File: src/rtl/wptr_ctrl_lvl.sv
// -----------------------------------------------------------------------------
// wptr_ctrl_lvl -- write-domain pointer controller for an asynchronous FIFO.
//
// Purpose:
//    Keeps the binary/Gray write pointer and synchronizes the Gray read
//    pointer into wclk through a SYNC_STAGES-deep flop chain. From these it
//    produces a registered full flag, a fill level, an almost-full flag and,
//    when enabled, a sticky overflow flag. Every flag describes the state
//    after the write accepted on the same edge. The read pointer is seen
//    with lag, so level and full can overstate occupancy but never
//    understate it.
//
// Parameters:
//    ADDRSIZE     memory address width, DEPTH = 2**ADDRSIZE (>= 2)
//    SYNC_STAGES  flop stages in the read-pointer synchronizer (>= 2)
//
// Ports:
//    wclk          in   write clock
//    wrst_n        in   asynchronous active-low reset
//    winc          in   write request, accepted only while wfull = 0
//    wclr_ovf      in   clear pulse for wovf
//    rptr_async    in   Gray read pointer from the rclk domain (unsynchronized)
//    afull_thresh  in   almost-full threshold in words (quasi-static)
//    waddr         out  memory write address (low bits of binary pointer)
//    wptr          out  registered Gray write pointer to the read domain
//    wfull         out  registered full flag
//    wafull        out  registered almost-full flag (wlevel >= afull_thresh)
//    wlevel        out  registered fill level, 0..DEPTH
//    wovf          out  sticky overflow flag
//
// Build option:
//    WPTR_OVERFLOW_EN  when defined, builds the sticky overflow flop. When
//                      undefined, wovf is tied low and wclr_ovf is ignored.
// -----------------------------------------------------------------------------
module wptr_ctrl_lvl #(
   parameter int ADDRSIZE    = 4,
   parameter int SYNC_STAGES = 2
) (
   input  logic                wclk,
   input  logic                wrst_n,
   input  logic                winc,
   input  logic                wclr_ovf,
   input  logic [ADDRSIZE:0]   rptr_async,
   input  logic [ADDRSIZE:0]   afull_thresh,
   output logic [ADDRSIZE-1:0] waddr,
   output logic [ADDRSIZE:0]   wptr,
   output logic                wfull,
   output logic                wafull,
   output logic [ADDRSIZE:0]   wlevel,
   output logic                wovf
);

   // ------------------------------------------------------------------
   // Elaboration-time parameter guards
   // ------------------------------------------------------------------
   generate
      if (ADDRSIZE < 2) begin : g_bad_addrsize
         $error("wptr_ctrl_lvl: ADDRSIZE must be >= 2");
      end
      if (SYNC_STAGES < 2) begin : g_bad_sync_stages
         $error("wptr_ctrl_lvl: SYNC_STAGES must be >= 2");
      end
   endgenerate

   // ------------------------------------------------------------------
   // Read-pointer synchronizer
   // ------------------------------------------------------------------
   logic [ADDRSIZE:0] sync_q [SYNC_STAGES];
   logic [ADDRSIZE:0] wq_rptr;
   logic [ADDRSIZE:0] rbin_s;

   always_ff @(posedge wclk or negedge wrst_n) begin
      if (!wrst_n) begin
         for (int i = 0; i < SYNC_STAGES; i++) begin
            sync_q[i] <= '0;
         end
      end else begin
         sync_q[0] <= rptr_async;
         for (int i = 1; i < SYNC_STAGES; i++) begin
            sync_q[i] <= sync_q[i-1];
         end
      end
   end

   assign wq_rptr = sync_q[SYNC_STAGES-1];

   // Gray to binary: each binary bit is the XOR of all Gray bits at or
   // above it. Written as a reduction per bit so there is no ripple chain
   // through a single vector.
   genvar gi;
   generate
      for (gi = 0; gi <= ADDRSIZE; gi++) begin : g_rbin
         assign rbin_s[gi] = ^wq_rptr[ADDRSIZE:gi];
      end
   endgenerate

   // ------------------------------------------------------------------
   // Write pointer, full, level and almost-full
   // ------------------------------------------------------------------
   logic [ADDRSIZE:0] wbin_q,   wbin_d;
   logic [ADDRSIZE:0] wgray_q,  wgray_d;
   logic [ADDRSIZE:0] wlevel_q, wlevel_d;
   logic              wfull_q,  wfull_d;
   logic              wafull_q, wafull_d;
   logic              wen;
   logic [ADDRSIZE:0] rptr_full_pattern;

   assign wen = winc & ~wfull_q;

   // In Gray code, "write pointer exactly DEPTH ahead of read pointer"
   // means the two MSBs differ and every remaining bit matches.
   assign rptr_full_pattern = {~wq_rptr[ADDRSIZE:ADDRSIZE-1],
                               wq_rptr[ADDRSIZE-2:0]};

   always_comb begin
      wbin_d   = wbin_q + {{ADDRSIZE{1'b0}}, wen};
      wgray_d  = (wbin_d >> 1) ^ wbin_d;
      wfull_d  = (wgray_d == rptr_full_pattern);
      // Modulo 2**(ADDRSIZE+1) subtraction. Because writes stop at full,
      // the result always lies in 0..DEPTH.
      wlevel_d = wbin_d - rbin_s;
      wafull_d = (wlevel_d >= afull_thresh);
   end

   always_ff @(posedge wclk or negedge wrst_n) begin
      if (!wrst_n) begin
         wbin_q   <= '0;
         wgray_q  <= '0;
         wlevel_q <= '0;
         wfull_q  <= 1'b0;
         wafull_q <= 1'b0;
      end else begin
         wbin_q   <= wbin_d;
         wgray_q  <= wgray_d;
         wlevel_q <= wlevel_d;
         wfull_q  <= wfull_d;
         wafull_q <= wafull_d;
      end
   end

   assign waddr  = wbin_q[ADDRSIZE-1:0];
   assign wptr   = wgray_q;
   assign wfull  = wfull_q;
   assign wafull = wafull_q;
   assign wlevel = wlevel_q;

   // ------------------------------------------------------------------
   // Sticky overflow
   // ------------------------------------------------------------------
`ifdef WPTR_OVERFLOW_EN
   logic wovf_q, wovf_d;
   logic ovf_set;

   // A request presented while full is dropped and flagged. A new
   // overflow in the same cycle as a clear takes priority, so the event
   // is never lost.
   assign ovf_set = winc & wfull_q;

   always_comb begin
      wovf_d = wovf_q;
      if (ovf_set) begin
         wovf_d = 1'b1;
      end else if (wclr_ovf) begin
         wovf_d = 1'b0;
      end
   end

   always_ff @(posedge wclk or negedge wrst_n) begin
      if (!wrst_n) begin
         wovf_q <= 1'b0;
      end else begin
         wovf_q <= wovf_d;
      end
   end

   assign wovf = wovf_q;
`else
   logic unused_wclr_ovf;

   assign unused_wclr_ovf = wclr_ovf;
   assign wovf            = 1'b0;
`endif

endmodule

File: config.mk
export PLATFORM = sky130hd
export DESIGN_NAME = wptr_ctrl_lvl
export DESIGN_NICKNAME = d
export VERILOG_FILES = /design/src/rtl/wptr_ctrl_lvl.sv
export SDC_FILE = /design/constraint.sdc
export NUM_CORES = 1
export LEC_CHECK = 0
export ABC_CLOCK_PERIOD_IN_PS = 9100
export CORE_ASPECT_RATIO = 1.1
export CORE_MARGIN = 10
export CORE_UTILIZATION = 51
export DETAILED_ROUTE_END_ITERATION = 8
export GPL_ROUTABILITY_DRIVEN = 0
export GPL_TIMING_DRIVEN = 0
export PLACE_DENSITY = 0.87
export SLEW_MARGIN = 10
export SYNTH_ARGS = -nofsm -noshare
export SYNTH_HDL_FRONTEND = slang
export SYNTH_SLANG_ARGS = --single-unit
File: constraint.sdc
create_clock -name wclk -period 9.1 [get_ports wclk]
set_input_delay 2.275 -clock wclk [delete_from_list [all_inputs] [get_ports wclk]]
set_output_delay 2.275 -clock wclk [all_outputs]
set_load 0.01 [all_outputs]
==> key figures, run 1 <==
Timing
  • Final slew viol count: 0
  • Period minus WS final: approximately 4.7 ns
  • Final setup viols: 0
  • Worst hold slack: approximately 0.36 ns
  • Relative slew margins: 0.273
  • Setup TNS: 0 ns
  • Least-Margin Pin Slew: around 1.1 ns
  • Max Freq: 0.214 GHz
  • Period utilization: 0.513
  • RSZ-0062 raised after global routing: no
  • Fin. Hold Viols: 0
  • Clock skew: between 0.005 and 0.006 ns

Synthesis
  • Syn_nets: 115
  • Yosys warns: 0
  • Yosys reg bits: 26
  • Syn_area_per_cell: about 13 um^2
  • Cell count after synthesis: 90
  • Sequential share of the synthesized area: 0.546
  • Cell variety after synth: 19
  • Cell Area, Synth: between 0.001 and 0.0015 mm^2

Drt
  • Antenna viol nets, final: 0
  • Initial DRC Count: 2
  • Drt drc: 0
  • Routed vias/inst: approximately 4.9
  • DRT Wirelength: between 2000 and 2500 um
  • Drt first pass iters: 2
  • Mean routed wirelength per cell: roughly 14 um
  • Vias: between 700 and 800

Critical path
  • Crit Path Category: input pin to flip-flop
  • Critical path peak fanout: 4
  • Critical path launch point type: input pin
  • Required time worst endpoint: about 9.3 ns
  • Nature of the critical path endpoint: flip-flop
  • Worst path arrival time: slightly below 5 ns

Die
  • Initial Utilization: 0.535
  • Die width: approximately 66 um
  • Row count: 18
  • Core region area: about 0.0022 mm^2
  • Die height: a little over 70 um
  • Die area: about 0.0047 mm^2
  • I/O Pins: 31

CTS
  • CTS clk-pin slew, worst paths: between 0.1 and 0.15 ns
  • CTS resizes: 0
  • Post-CTS Setup Inserts: 0
  • Clock buffer depth: 2
  • Skew-Pair Late Insertion Delay: between 0.3 and 0.4 ns
  • Sink Count: 26
  • CTS Hold Bufs: 0
  • Htree depth: 1
  • Num CTS Buffers: 3
  • Root Buffer Master: clkbuf_4
  • CTS tree: yes

Final layout
  • Area grow syn2layout: 28.5%
  • N_diodes: 0
  • NumNets Final: about 150
  • Share of layout cells above drive strength 1: 0.0826
  • Most common cell after layout, fill and taps aside: clkdlybuf4s50_1
  • Commonest non-fill, non-tap cells in the layout: clkdlybuf4s50_1, dfrtp_1, inv_1, xnor2_1, ha_1
  • Filler cell count: ~180

GRT
  • Vias in the first global route: 813
  • GR Util All Layers: 0.0962
  • Initial antenna violation count: 0
  • Global-route wire length before repair: roughly 3600 um
  • Grt total ovfl: 0
  • Largest net degree at the start of global routing: 27

Outcome
  • Outcome: finished clean

Placed design
  • Final HPWL DP: roughly 1700 um
  • Port-buffer cells: 28

Min path
  • Worst min-delay path class: flip-flop to flip-flop

Pwr
  • PwrDens: 393 mW/mm^2
  • Leakage: approximately 0.73 nW
  • Worst vdd ir: between 0.2 and 0.3 mV

Job
  • Max Cap Viol: 0
==> cells in the mapped netlist <==
cell	number	area (um^2)
nand2b_1	1	6.26
fa_1	1	20.0
xnor2_1	12	105
ha_1	10	125
xnor2_2	2	32.5
and2b_1	1	7.51
xor2_2	1	16.3
inv_1	13	48.8
conb_1	1	3.75
nand3_1	2	10.0
a21o_1	6	45.0
and3b_2	1	10.0
a21oi_1	2	10.0
xor2_1	7	61.3
or3_1	1	6.26
and3_4	1	11.3
a2111oi_2	1	15.0
buf_4	1	7.51
dfrtp_1	26	651
==> power by group <==
part           leakage (nW)  internal [W]  total [W]  switching [W]
logic                 0.408      0.000197   0.000376       0.000179
clock network        0.0138     0.0000155  0.0000464      0.0000309
registers             0.307      0.000159   0.000180      0.0000211
total                 0.729      0.000371   0.000602       0.000231
==> worst max-delay path: stages <==
cell             delay [ns]
clkdlybuf4s50_1        0.41
and2b_1                0.17
xnor2_1                0.37
ha_1                   0.27
fa_1                   0.43
inv_1                  0.08
ha_1                   0.22
a21o_1                 0.15
a21o_1                 0.17
a21o_1                 0.17
a21o_1                 0.16
==> through the flow <==
| step | cells | power [W] | setup slack [ns] | instance area, um^2 | util |
|---|---|---|---|---|---|
| finish | 151 | 0.000602 | 4.43 | 1530 | 0.687 |
| CTS | 151 | 0.000615 | 4.43 | 1530 | 0.687 |
| global route | 151 | 0.000664 | 4.29 | 1530 | 0.687 |
| detailed placement | 148 | 0.000566 | 4.08 | 1510 | 0.677 |
| global placement | 148 | 0.000545 | 4.13 | 1510 | 0.677 |
| floorplan | 90 | 0.000429 | 4.70 | 1190 | - |
==> cell type report <==
type | instances | area (um^2) | area share
multi-input cells | 50 | 485 | 0.317
clock buffers | 3 | 22.5 | 0.0147
flip-flops and latches | 26 | 651 | 0.424
repair buffers | 28 | 280 | 0.183
well taps | 30 | 37.5 | 0.0245
inverters | 13 | 48.8 | 0.0318
plain buffers | 1 | 7.51 | 0.00490
==> cell families (layout without fill, tap and decap cells) <==
kind of cell             Yosys count  count (layout)  synth area share
buffers and inverters             14              45            0.0472
other                              1               1           0.00314
AND/OR/NAND/NOR                    7               7            0.0430
adder cells (fa/ha/maj)           11              11             0.122
AO/OA/AOI/OAI                      9               9            0.0588
XOR/XNOR                          22              22             0.180
flip-flops                        26              26             0.546
==> flip-flops by register name, indices dropped and copies added (netlist names) <==
register and count:
wq_rptr 5, wptr 4, sync_q 5, wbin_q 5, wfull 1, wafull 1, wlevel 5
==> layer usage <==
| layer | track usage | up-vias | wire length, um |
|---|---|---|---|
| li1 | - | 346 | - |
| met1 | 0.0946 | 364 | 739 |
| met2 | 0.168 | 25 | 1090 |
| met3 | 0.0346 | 6 | 185 |
| met4 | 0.0536 | 0 | 47 |
| met5 | 0 | - | 0 |
==> path summary, 6_finish.rpt <==
check / startpoint / endpoint / slack [ns] / cells after the start
max in group asynchronous: wrst_n / wptr[2] / 5.92 / 1
setup reg to reg: wq_rptr[3] / wafull / 5.97 / 12
hold reg to reg: sync_q[7] / wq_rptr[2] / 0.36 / 0
setup / recovery: winc / wafull / 4.43 / 11
min in group asynchronous: wrst_n / wq_rptr[1] / 2.53 / 1
hold / removal: sync_q[7] / wq_rptr[2] / 0.36 / 0
No activity file was read; power rests on OpenSTA's default activity.
==> run 2, diff against run 1 <==
--- a/config.mk
+++ b/config.mk
@@ -5,14 +5,14 @@
 export SDC_FILE = /design/constraint.sdc
 export NUM_CORES = 1
 export LEC_CHECK = 0
-export ABC_CLOCK_PERIOD_IN_PS = 9100
+export ABC_CLOCK_PERIOD_IN_PS = 4780
 export CORE_ASPECT_RATIO = 1.1
 export CORE_MARGIN = 10
-export CORE_UTILIZATION = 51
+export CORE_UTILIZATION = 47
 export DETAILED_ROUTE_END_ITERATION = 8
 export GPL_ROUTABILITY_DRIVEN = 0
 export GPL_TIMING_DRIVEN = 0
-export PLACE_DENSITY = 0.87
+export PLACE_DENSITY = 0.81
 export SLEW_MARGIN = 10
 export SYNTH_ARGS = -nofsm -noshare
 export SYNTH_HDL_FRONTEND = slang
==> constraint.sdc (replaced) <==
create_clock -name wclk -period 4.78 [get_ports wclk]
set_input_delay 1.195 -clock wclk [delete_from_list [all_inputs] [get_ports wclk]]
set_output_delay 1.195 -clock wclk [all_outputs]
set_load 0.01 [all_outputs]
==> run 2 against run 1 <==
- combinational power increased by 87%
- clock power rose to 3.2 times the previous value
- clock-buffer cell count unchanged
- wire length decreased by 4.5%
- critical path depth unchanged
- design area grew 1.7%
- sequential power grew 90%
- global-route usage is 0.62 points lower
- power increased by 98%
- critical path type unchanged
- largest power group unchanged
==> key figures, run 2 (synthesized netlist as in run 1, its figures left out) <==
Outcome
  • Outcome: finished clean

Pwr
  • Internal: approximately 0.00076 W
  • Clk pwr share: 0.124
  • P_sw: ~0.00043 W
  • PwrDens: around 760 mW/mm^2
  • Leakage: roughly 0.74 nW
  • Net Sw Frac: 0.364
  • Register share of total power: 0.287
  • Worst vdd ir: about 0.42 mV
  • Comb power frac: 0.589

Timing
  • Worst hold slack: roughly 0.36 ns
  • Fin. Hold Viols: 0
  • Least-Margin Pin Slew: 0.564 ns
  • Clock skew: approximately 0.0012 ns
  • Final slew viol count: 0
  • Period minus WS final: between 3 and 4 ns
  • Max Freq: 0.283 GHz
  • Relative slew margins: 0.624
  • Final setup viols: 0
  • RSZ-0062 raised after global routing: no
  • Period utilization: 0.740
  • Setup TNS: 0 ns

Critical path
  • CP delay by family, top: adder cells
  • Critical path peak fanout: 4
  • CP startpoint: winc
  • CP peak stage delay: between 0.4 and 0.5 ns
  • Most common cell on crit path: a21o_1
  • Critical path launch point type: input pin
  • Required time worst endpoint: between 5 and 6 ns
  • Nature of the critical path endpoint: flip-flop
  • Slowest CP cell: clkdlybuf4s50_1
  • Bufs and invs on worst path: 2
  • Critical R2R Launch: wq_rptr[3]
  • Crit-path cells: clkdlybuf4s50_1 > and2b_1 > xnor2_1 > ha_1 > fa_1 > inv_1 > ha_1 > a21o_1 > a21o_1 > a21o_1 > a21o_1
  • Crit Path Category: input pin to flip-flop
  • Worst path arrival time: 3.76 ns

CTS
  • CTS tree: yes
  • Num CTS Buffers: 3
  • CTS Hold Bufs: 0
  • Htree depth: 1
  • Sink Count: 26
  • Skew-Pair Late Insertion Delay: 0.32 ns
  • CTS clk-pin slew, worst paths: 0.13 ns
  • Post-CTS Setup Inserts: 0
  • Clock buffer depth: 2
  • Root Buffer Master: clkbuf_4
  • CTS resizes: 0

Final layout
  • Filler cell count: between 150 and 200
  • Post-route cell area: about 0.0016 mm^2
  • Final Non-Filler Cells: about 150
  • Area of the multi-input gates: between 400 and 500 um^2
  • Commonest non-fill, non-tap cells in the layout: clkdlybuf4s50_1, dfrtp_1, inv_1, xnor2_1, ha_1
  • NumNets Final: between 100 and 150
  • Share of layout cells above drive strength 1: 0.0984
  • N_diodes: 0
  • Most common cell after layout, fill and taps aside: clkdlybuf4s50_1
  • Register area: between 600 and 700 um^2
  • Area grow syn2layout: 30.7%

Die
  • Die area: 0.00495 mm^2
  • Die width: 68.0 um
  • Core region area: around 0.0025 mm^2
  • Die height: about 73 um
  • Row count: 19
  • I/O Pins: 31
  • Initial Utilization: 0.482

Drt
  • Drt first pass iters: 3
  • Mean routed wirelength per cell: ~13 um
  • Antenna viol nets, final: 0
  • DRT Wirelength: a little under 2000 um
  • Drt drc: 0
  • Initial DRC Count: 5
  • Routed vias/inst: 4.67
  • Vias: roughly 710

Placed design
  • Area post-placement: 0.00151 mm^2
  • Final HPWL DP: roughly 1700 um
  • Post-placement cell count: about 150
  • Port-buffer cells: 28

GRT
  • Initial antenna violation count: 0
  • Largest net degree at the start of global routing: 27
  • Vias in the first global route: 793
  • Global-route wire length before repair: between 3000 and 4000 um
  • GR Util All Layers: 0.0900
  • Grt total ovfl: 0

Min path
  • Min-delay src: sync_q[8]
  • Worst min-delay path class: flip-flop to flip-flop

Job
  • Max Cap Viol: 0
## run 2: cell types whose count changed in the layout (fill, tap and decap cells not counted), sizes merged
cell and change:
buf +1, bufinv +1, clkdlybuf4s50 -1
## run 2: worst reg2reg max path, delay by kind of cell (launching register included)
family | cells | cell delay, ns
adders and majority gates | 3 | 0.96
xor gates and xnor gates | 4 | 0.85
AOI/OAI and AO/OA | 4 | 0.65
DFF | 1 | 0.44
buffers and inverters | 1 | 0.05
## run 2: area by class of cell
type / count / share of cell area
plain buffers: 1 / 0.00482
clock buffers: 3 / 0.0144
clock inverters: 1 / 0.0193
inverters: 13 / 0.0313
multi-input cells: 50 / 0.311
flip-flops and latches: 26 / 0.417
well taps: 31 / 0.0249
repair buffers: 28 / 0.177
## run 2: per-stage QoR
stage               utilization  worst slack, ns  total power, W
floorplan                     -             1.46        0.000817
global placement          0.611            0.886         0.00104
detailed placement        0.611            0.856         0.00107
CTS                       0.633             1.22         0.00122
global route              0.631             1.06         0.00131
finish                    0.631             1.25         0.00119
## run 2: power groups by stage
| stage | clock, W | sequential [W] | combinational (W) |
|---|---|---|---|
| CTS | 0.000154 | 0.000344 | 0.000721 |
| global placement | 0 | 0.000344 | 0.000696 |
| finish | 0.000148 | 0.000342 | 0.000702 |
| detailed placement | 0 | 0.000349 | 0.000716 |
| global route | 0.000165 | 0.000351 | 0.000795 |
| floorplan | 0 | 0.000380 | 0.000437 |
## run 2: routing by layer
metal	track usage	wire, um	share of wire	vias up
met1	0.0889	735	0.37	343
met4	0.0537	38	0.019	0
met5	0	0	0	-
met2	0.150	991	0.50	22
li1	-	-	-	345
met3	0.0399	205	0.10	4
## run 2: worst paths after layout
check	to	slack, ns	depth (start not counted)
setup / recovery	wafull	1.25	11
hold / removal	wq_rptr[3]	0.36	0
setup reg to reg	wafull	1.73	12
hold reg to reg	wq_rptr[3]	0.36	0
max in group asynchronous	wbin_q[4]	3.57	1
min in group asynchronous	sync_q[9]	0.84	1
